--- config.mk ---
export PLATFORM = sky130hd
export DESIGN_NAME = pref_req_issuer
export DESIGN_NICKNAME = d
export VERILOG_FILES = /design/src/rtl/pref_pkg.sv /design/src/rtl/pref_src_fifo.sv /design/src/rtl/pref_req_issuer.sv
export SDC_FILE = /design/constraint.sdc
export NUM_CORES = 1
export LEC_CHECK = 0
export BUFFER_PORTS_ARGS = -buffer_cell sky130_fd_sc_hd__buf_2
export CAP_MARGIN = 10
export CORE_MARGIN = 8
export CORE_UTILIZATION = 50
export CTS_BUF_LIST = sky130_fd_sc_hd__clkbuf_16
export DETAILED_ROUTE_END_ITERATION = 16
export PLACE_DENSITY_LB_ADDON = 0.25
export SYNTH_ARGS = -nofsm -noshare
export SYNTH_HDL_FRONTEND = slang
export SYNTH_SLANG_ARGS = --single-unit
--- constraint.sdc ---
create_clock -name clk -period 3.1 [get_ports clk]
set_clock_uncertainty 0.1 [all_clocks]
set_input_delay 0 -clock clk [delete_from_list [all_inputs] [get_ports clk]]
set_output_delay 0 -clock clk [all_outputs]
set_load 0.05 [all_outputs]
--- src/rtl/pref_pkg.sv ---
// rtl/pref_pkg.sv - shared types and helpers for the prefetch request issuer
package pref_pkg;

  localparam int MAX_SRC = 32;

  typedef logic [31:0] addr_t;

  function automatic int src_idx_w(input int n);
    return (n <= 1) ? 1 : $clog2(n);
  endfunction

  function automatic int onehot_to_idx(input logic [MAX_SRC-1:0] v);
    int idx;
    idx = 0;
    for (int i = 0; i < MAX_SRC; i++) begin
      if (v[i]) idx = i;
    end
    return idx;
  endfunction

endpackage

--- src/rtl/pref_src_fifo.sv ---
// rtl/pref_src_fifo.sv - per-source request FIFO with registered full/empty
module pref_src_fifo #(
  parameter int DEPTH  = 2,
  parameter int ADDR_W = 32
) (
  input  logic              clk,
  input  logic              reset,
  input  logic              push,
  input  logic [ADDR_W-1:0] push_data,
  input  logic              pop,
  output logic [ADDR_W-1:0] head,
  output logic              full,
  output logic              empty
);

  localparam int PTR_W = (DEPTH > 1) ? $clog2(DEPTH) : 1;
  localparam int CNT_W = $clog2(DEPTH + 1);

  logic [ADDR_W-1:0] mem_q [DEPTH];
  logic [PTR_W-1:0]  wr_ptr_q, wr_ptr_d;
  logic [PTR_W-1:0]  rd_ptr_q, rd_ptr_d;
  logic [CNT_W-1:0]  count_q, count_d;
  logic              do_push, do_pop;

  function automatic logic [PTR_W-1:0] ptr_inc(input logic [PTR_W-1:0] p);
    return (p == PTR_W'(DEPTH - 1)) ? '0 : p + 1'b1;
  endfunction

  // full is taken from the registered count, so a same-cycle pop never opens room
  assign full    = (count_q == CNT_W'(DEPTH));
  assign empty   = (count_q == '0);
  assign do_push = push && !full;
  assign do_pop  = pop && !empty;
  assign head    = mem_q[rd_ptr_q];

  always_comb begin
    wr_ptr_d = do_push ? ptr_inc(wr_ptr_q) : wr_ptr_q;
    rd_ptr_d = do_pop  ? ptr_inc(rd_ptr_q) : rd_ptr_q;
    count_d  = count_q + CNT_W'(do_push) - CNT_W'(do_pop);
  end

  always_ff @(posedge clk or posedge reset) begin
    if (reset) begin
      wr_ptr_q <= '0;
      rd_ptr_q <= '0;
      count_q  <= '0;
    end else begin
      wr_ptr_q <= wr_ptr_d;
      rd_ptr_q <= rd_ptr_d;
      count_q  <= count_d;
    end
  end

  always_ff @(posedge clk) begin
    if (do_push) mem_q[wr_ptr_q] <= push_data;
  end

endmodule

--- src/rtl/pref_req_issuer.sv ---
// rtl/pref_req_issuer.sv - buffers per-source prefetch requests and issues arbiter-granted entries
module pref_req_issuer
  import pref_pkg::*;
#(
  parameter int NUM_SRC = 4,
  parameter int ADDR_W  = 32,
  parameter int DEPTH   = 2
) (
  input  logic                          clk,
  input  logic                          reset,
  input  logic [NUM_SRC-1:0]            src_valid,
  input  logic [NUM_SRC*ADDR_W-1:0]     src_addr,
  output logic [NUM_SRC-1:0]            src_ready,
  output logic [NUM_SRC-1:0]            arb_request,
  input  logic [NUM_SRC-1:0]            arb_grant,
  input  logic                          arb_any_grant,
  output logic                          out_valid,
  output logic [ADDR_W-1:0]             out_addr,
  output logic [src_idx_w(NUM_SRC)-1:0] out_src,
  input  logic                          out_ready,
  output logic                          err_grant
);

  localparam int SRC_W = src_idx_w(NUM_SRC);

  logic [NUM_SRC-1:0] full, empty, pop;
  logic [ADDR_W-1:0]  head [NUM_SRC];
  logic               slot_free, grant_onehot, grant_stray, valid_grant, proto_err;
  logic [MAX_SRC-1:0] grant_ext;
  logic [SRC_W-1:0]   grant_idx;
  logic [ADDR_W-1:0]  head_sel;

  logic               out_valid_q, out_valid_d;
  logic [ADDR_W-1:0]  out_addr_q, out_addr_d;
  logic [SRC_W-1:0]   out_src_q, out_src_d;
  logic               err_q, err_d;

  for (genvar i = 0; i < NUM_SRC; i++) begin : g_src
    pref_src_fifo #(
      .DEPTH  (DEPTH),
      .ADDR_W (ADDR_W)
    ) u_fifo (
      .clk       (clk),
      .reset     (reset),
      .push      (src_valid[i]),
      .push_data (src_addr[i*ADDR_W +: ADDR_W]),
      .pop       (pop[i]),
      .head      (head[i]),
      .full      (full[i]),
      .empty     (empty[i])
    );
  end

  assign src_ready = ~full;
  // a blocked slot withdraws every request so the arbiter pointer stays put
  assign slot_free   = !out_valid_q || out_ready;
  assign arb_request = ~empty & {NUM_SRC{slot_free}};

  assign grant_onehot = (arb_grant != '0) && ((arb_grant & (arb_grant - 1'b1)) == '0);
  assign grant_stray  = (arb_grant & ~arb_request) != '0;
  assign valid_grant  = grant_onehot && !grant_stray && arb_any_grant;
  assign proto_err    = ((arb_grant != '0) && (arb_request == '0))
                      || ((arb_grant != '0) && !grant_onehot)
                      || grant_stray
                      || (arb_any_grant != (|arb_grant));

  assign pop = arb_grant & {NUM_SRC{valid_grant}};

  always_comb begin
    grant_ext                = '0;
    grant_ext[NUM_SRC-1:0]   = arb_grant;
  end

  assign grant_idx = SRC_W'(onehot_to_idx(grant_ext));
  assign head_sel  = head[grant_idx];

  always_comb begin
    out_valid_d = out_valid_q;
    out_addr_d  = out_addr_q;
    out_src_d   = out_src_q;
    if (valid_grant) begin
      out_valid_d = 1'b1;
      out_addr_d  = head_sel;
      out_src_d   = grant_idx;
    end else if (out_ready) begin
      out_valid_d = 1'b0;
    end
    err_d = err_q | proto_err;
  end

  always_ff @(posedge clk or posedge reset) begin
    if (reset) begin
      out_valid_q <= 1'b0;
      out_addr_q  <= '0;
      out_src_q   <= '0;
      err_q       <= 1'b0;
    end else begin
      out_valid_q <= out_valid_d;
      out_addr_q  <= out_addr_d;
      out_src_q   <= out_src_d;
      err_q       <= err_d;
    end
  end

  assign out_valid = out_valid_q;
  assign out_addr  = out_addr_q;
  assign out_src   = out_src_q;
  assign err_grant = err_q;

endmodule

==> reports/qor.yml, run 1 <==
worst_setup_path:
  path_buf_inv: 2
  path_depth: 6
  cp.required_ps: 3430
  max_stage_delay_ps: 570
  path_common_cell: "dlygate4sd3_1"
  crit_chain: "nor2b_1, a41oi_1, a21oi_1, dlygate4sd3_1, or4b_1, dlygate4sd3_1"
  cp_data_arrival_time_ps: 3100
  setup.worst_path.end_class: "flip-flop"
  crit_type: "reg2reg"
  worstReg2RegEnd: "err_grant$_DFF_PP0_"
  crit_family: "buffers and inverters"
  rr_startpoint: "out_valid$_DFFE_PP0P_"
  reg2reg_depth: 6
  slowest_stage: "dlygate4sd3_1"
  r2r_slack_ps: 330
  cp_max_fo: 10
  start_kind: "flip-flop"
timing:
  worst_pin_slew_ps: 995.6
  slew_headroom_pct: 33.63
  finalCriticalPeriod_ps: 2771
  max_freq_ghz: 0.3609
  hold_viol: 0
  final.setup.tns_ps: 0
  whs_ps: 62.77
  post-route-period-util_pct: 89.39
  setup-violations-final: 0
  rsz0062_at_grt: "false"
  maxSlewViolCount: 0
finish:
  fin_area_um2: 15920
  nFillCells: 1668
  layout-drive-gt1-share_pct: 26.99
  finish.net_count: 1204
  utilization_pct: 65.83
  syn2layout_area_growth_pct: 29.81
cts:
  cts-root-buf: "clkbuf_16"
  cts_buffers: 31
  clkTransAtPathRegs_ps: 60
  clk_latency_ps: 560
  cts_max_level: 1
  cts_tree: "built"
  cts.sinks: 308
  clockBufferDepth: 3
  postCtsSetupRepairBufs: 0
detailed_routing:
  drt-total-wl_mm: 29.60
  drt_iter0_drc: 488
  drt_pre_antenna_iters: 5
  drcViolationCount: 0
  vias: 7419
  ant_nets: 0
  viasPerCell: 5.280
  wl_per_cell_um: 21.07
floorplan:
  die_w_um: 172.6
  pin_count: 184
  start_util_pct: 50.71
  core_um2: 24180
  core.rowCount: 57
  die_h_um: 172.6
  dieArea_um2: 29790
yosys:
  synth_edf_count: 256
  synthFlopType: "edfxtp_1"
  yosys.area_share.adder_pct: 0.9083
  ys_types: 40
  yosys-top-cells-area: "edfxtp_1 (63%), dfrtp_1 (11%), mux2i_1 (10%)"
  synth_cells: 723
  ys_ff_latch: 308
  syn_avg_cell_area_um2: 16.96
  yosys_warnings: 0
  async_flop_share_pct: 16.88
  synthSimpleGateAreaFrac_pct: 4.796
  synth-compound-area-share_pct: 3.755
  synth_top_area_share_pct: 62.70
  yosysTopAreaCell: "edfxtp_1"
  syn_nets: 871
  synthMuxAreaShare_pct: 14.13
  synth_top_family_by_area: "multiplexers"
  synth-xor-area-share_pct: 1.143
  synth_area_um2: 12260
  ys_seq_area_share_pct: 73.31
status:
  status: "complete, no violations"
worst_hold_path:
  holdPathEnd: "g_src[3].u_fifo.mem_q[0][6]$_DFFE_PP_"
  hold_path.class: "in2reg"
  hp-start: "src_addr[102]"
  whs_path_depth: 2
global_route:
  antenna_found_initial: 3
  grt_pass1_vias: 8053
  grt_max_degree: 37
  grt_pass1_wl_mm: 45.62
  grt-ovfl-total: 0
  grt_use_total_pct: 19.44
pwr:
  worst_ir_drop_vdd_v: 0.0006029
  power_density_nw_per_um2: 898.8
  p_leak_nw: 6.263
placed_design:
  dp_hpwl_mm: 18.19
  gp_congestion: 0.7309
  io_buffers: 183
  postPlaceCellArea_um2: 13580
run:
  max-cap-violations: 0
## cell type report
class                   count  area [um^2]  share of cell area (%)
repair buffers            338         2477                   15.57
flip-flops and latches    308         8994                   56.51
inverters                  14        52.55                  0.3302
diodes                      3        7.507                 0.04717
well taps                 324        405.4                   2.547
clock inverters            24        127.6                  0.8019
clock buffers              31        775.7                   4.874
multi-input cells         363         3075                   19.32
## timing repair
item | 4_1_cts | 5_1_grt
hold buffers | 142 | 0
endpoints found under the setup margin | 0 | 1
hold endpoints to repair | 337 | 0
gates resized for setup | 0 | 2
## Yosys cell counts (2+ instances only)
cell        n
edfxtp_1  256
mux2i_1   124
dfrtp_1    52
nor2_1     42
a21oi_1    31
nor3_1     31
o22ai_1    30
mux2_4     29
clkbuf_1   21
inv_1      13
xnor2_1    12
buf_2      11
ha_1        8
nand2_1     8
mux2_1      5
and3_1      4
buf_6       4
nand2b_1    4
o21ai_1     4
xor2_1      4
nor2b_1     3
or2_1       3
a211o_1     2
a211oi_1    2
buf_1       2
nor4b_4     2
o211ai_1    2
o311ai_0    2
## power breakdown
group | internal (mW) | switching [mW]
clock | 1.87 | 1.47
sequential | 5.76 | 0.656
combinational | 1.68 | 2.87
## stage by stage
| stage | cells | power [mW] | worst slack [ps] |
|---|---|---|---|
| detailed placement | 1206 | 10.95 | 633.7 |
| finish | 1405 | 14.30 | 329.0 |
| floorplan | 723 | 9.549 | 248.6 |
| global route | 1405 | 14.94 | 191.5 |
| CTS | 1403 | 14.42 | 58.66 |
| global placement | 1206 | 10.82 | 742.4 |
## worst max-delay path by stage
stage | startpoint | endpoint | slack [ps]
floorplan | g_src[0].u_fifo.count_q[1]$_DFF_PP0_ | g_src[0].u_fifo.mem_q[0][0]$_DFFE_PP_ | 250
global placement | out_valid$_DFFE_PP0P_ | g_src[0].u_fifo.count_q[1]$_DFF_PP0_ | 740
detailed placement | out_valid$_DFFE_PP0P_ | g_src[0].u_fifo.count_q[1]$_DFF_PP0_ | 630
CTS | arb_grant[2] | err_grant$_DFF_PP0_ | 60
global route | out_valid$_DFFE_PP0P_ | err_grant$_DFF_PP0_ | 190
finish | out_valid$_DFFE_PP0P_ | err_grant$_DFF_PP0_ | 330
## worst reg2reg max path, stage by stage (launching register included)
cell,delay [ps]
dfrtp_1,370
nor2b_1,230
a41oi_1,230
a21oi_1,100
dlygate4sd3_1,560
or4b_1,490
dlygate4sd3_1,570
## kinds of logic (layout without fill, tap and decap cells)
kind of cell,Yosys count,in the layout
adders and majority gates,9,9
AOI/OAI and AO/OA,76,76
DFF,308,308
and+or+nand+nor,104,104
buffers and inverters,52,407
muxes,158,158
other,0,3
xor gates and xnor gates,16,16
## placed cells by master, fill, tap and decap left out, types with 2 or more instances in the layout
| master | n |
|---|---|
| edfxtp_1 | 256 |
| buf_2 | 182 |
| dlygate4sd3_1 | 141 |
| mux2i_1 | 124 |
| dfrtp_1 | 48 |
| nor2_1 | 38 |
| a21oi_1 | 31 |
| clkbuf_16 | 31 |
| o22ai_1 | 30 |
| nor3_1 | 30 |
| mux2_4 | 29 |
| inv_1 | 21 |
| xnor2_1 | 12 |
| buf_4 | 11 |
| nand2_1 | 8 |
| ha_1 | 8 |
| clkinv_1 | 8 |
| mux2_1 | 5 |
| clkinv_2 | 5 |
| o21ai_1 | 4 |
| and3_2 | 4 |
| nor2_4 | 4 |
| xor2_1 | 4 |
| dfrtp_2 | 4 |
| diode_2 | 3 |
| nor2b_1 | 3 |
| nand2b_1 | 3 |
| buf_12 | 3 |
| inv_2 | 2 |
| o211ai_1 | 2 |
| a211oi_1 | 2 |
| or2_1 | 2 |
| a211o_1 | 2 |
| o311ai_0 | 2 |
| nor4b_4 | 2 |
## registers in the layout (all words and copies together) (netlist names)
name / cells
g_src.u_fifo.count_q: 8
err_grant: 1
g_src.u_fifo.wr_ptr_q: 4
out_src: 2
g_src.u_fifo.rd_ptr_q: 4
out_valid: 1
out_addr: 32
g_src.u_fifo.mem_q: 256
## layer usage
layer	GRT usage [%]	wire [um]
met2	32.50	14380
met1	25.66	13080
met3	3.790	1539
met5	0	0
met4	5.219	597
Power figures use the tool's default switching activity.
==> run 2, diff against run 1 <==
PLACE_DENSITY_LB_ADDON = 0.1   (was 0.25)
==> run 2 against run 1 <==
Net effect:
- maximum frequency increased by 4.0%
- global-route usage increased by 0.40 points
- clock-buffer cell count increased by 3
- critical path depth increased by 2
- clock power increased by 16%
- register-to-register slack improved by 310 ps
- wire length increased by 0.60%
- core utilization increased by 0.58 points
- worst hold slack improved by 41 ps
- setup slack improved by 110 ps
- critical path type is now in2reg
- die area unchanged
- final area increased by 0.88%
==> reports/qor.yml, run 2 (same netlist as run 1, synthesis figures left out) <==
cts:
  clk_latency_ps: 520
  clockBufferDepth: 3
  cts.sinks: 308
  cts_tree: "built"
  clkTransAtPathRegs_ps: 60
  cts_max_level: 2
  cts-root-buf: "clkbuf_16"
  cts_buffers: 34
worst_setup_path:
  rr_startpoint: "out_valid$_DFFE_PP0P_"
  cp_data_arrival_time_ps: 2950
  r2r_slack_ps: 640
  crit_type: "in2reg"
  cp.required_ps: 3390
  setup.worst_path.end_class: "flip-flop"
  start_kind: "input port"
  reg2reg_depth: 9
  worstReg2RegEnd: "g_src[0].u_fifo.count_q[1]$_DFF_PP0_"
  cp_max_fo: 10
global_route:
  grt_pass1_wl_mm: 46.43
  grt_use_total_pct: 19.84
  grt_max_degree: 41
  grt-ovfl-total: 0
  antenna_found_initial: 2
  grt_pass1_vias: 8216
timing:
  finalCriticalPeriod_ps: 2665
  slew_headroom_pct: 23.49
  final.setup.tns_ps: 0
  rsz0062_at_grt: "false"
  worst_pin_slew_ps: 1148
  setup_ws_ps: 435.1
  post-route-period-util_pct: 85.96
  maxSlewViolCount: 0
  hold_viol: 0
  setup-violations-final: 0
  max_freq_ghz: 0.3752
finish:
  final_cell_mix: "edfxtp_1 (256), buf_2 (183), dlygate4sd3_1 (140)"
  final_common_cell: "edfxtp_1"
  finish.net_count: 1205
  layout-drive-gt1-share_pct: 27.52
  utilization_pct: 66.41
  largest_register_ffs: 256
  syn2layout_area_growth_pct: 30.95
  instances_no_fill: 1409
  regMostFlops: "g_src.u_fifo.mem_q"
run:
  max-cap-violations: 0
floorplan:
  core_um2: 24180
  die_h_um: 172.6
  core.rowCount: 57
  pin_count: 184
  start_util_pct: 50.71
  die_w_um: 172.6
  dieArea_um2: 29790
pwr:
  power_density_nw_per_um2: 922.8
  p_total_mw: 14.82
  p_leak_nw: 6.311
  worst_ir_drop_vdd_v: 0.0005674
detailed_routing:
  drt-total-wl_mm: 29.78
  drcViolationCount: 0
  ant_nets: 0
  drt_pre_antenna_iters: 4
  wl_per_cell_um: 21.13
  viasPerCell: 5.256
  vias: 7406
  drt_iter0_drc: 467
placed_design:
  io_buffers: 183
  pre_cts_slack_ps: 641.9
  gp_congestion: 0.7841
  placed_cells: 1205
  dp_hpwl_mm: 18.61
worst_hold_path:
  hp-start: "arb_grant[3]"
  whs_path_depth: 4
  hold_path.class: "in2reg"
  holdPathEnd: "out_addr[14]$_DFFE_PP0N_"
status:
  status: "complete, no violations"
run 2: cell types whose count changed in the layout (fill, tap and decap cells not counted), moves of 2 or more:
cell,before,now
clkinv_2,5,3
inv_1,21,19
bufinv_16,1,3
clkinvlp_4,0,2
clkbuf_16,31,34
run 2: what timing repair did:
action,in CTS,in global routing
buffers inserted,0,0
resized for setup,0,0
hold buffers,140,0
endpoints found under the hold margin,329,0
run 2: worst max path at each step:
stage                     slack, ps  cells after the start                                  from                               endpoint
after floorplan                 250                      3  g_src[0].u_fifo.count_q[1]$_DFF_PP0_  g_src[0].u_fifo.mem_q[0][0]$_DFFE_PP_
after global placement          740                      9                 out_valid$_DFFE_PP0P_   g_src[0].u_fifo.count_q[1]$_DFF_PP0_
after detailed placement        640                      9                 out_valid$_DFFE_PP0P_   g_src[0].u_fifo.count_q[1]$_DFF_PP0_
after CTS                       460                      8                          arb_grant[1]                    err_grant$_DFF_PP0_
after global routing            370                      8                          arb_grant[1]                    err_grant$_DFF_PP0_
final                           440                      8                          arb_grant[1]                    err_grant$_DFF_PP0_
run 2: power by group:
part / internal [mW] / switching [mW]
sequential: 5.76 / 0.713
combinational: 1.68 / 2.81
clock: 2.26 / 1.59
run 2: critical path: stages:
cell and delay [ps]:
dlygate4sd3_1 530, buf_2 200, or3_4 430, nor3_1 130, dlygate4sd3_1 570, a21oi_1 40, or4b_1 490, dlygate4sd3_1 560
run 2: stage by stage:
step / cell area (um^2) / hold WS [ps]
6_report: 16060 / 103.6
3_5_place_dp: 13570 / 91.26
2_1_floorplan: 12260 / -1.131
3_3_place_gp: 13570 / 87.04
5_1_grt: 16060 / 97.45
4_1_cts: 16050 / 79.97
run 2: routing by layer:
layer | routed length, um | vias up | track usage [%] | part of all wire (%)
li1 | - | 3434 | - | -
met4 | 626 | 0 | 5.437 | 2.1
met5 | 0 | - | 0 | 0
met2 | 14660 | 215 | 33.38 | 49
met3 | 1697 | 51 | 4.247 | 5.7
met1 | 12790 | 3706 | 25.68 | 43
run 2: final cells by class:
class | count | area (um^2)
clock inverter | 28 | 225.2
multi-input combinational | 363 | 3070
sequential | 308 | 8994
fill | 1693 | 8122
antenna | 2 | 5.005
clock buffer | 34 | 850.8
tap | 324 | 405.4
timing repair buffer | 336 | 2452
inverter | 14 | 52.55
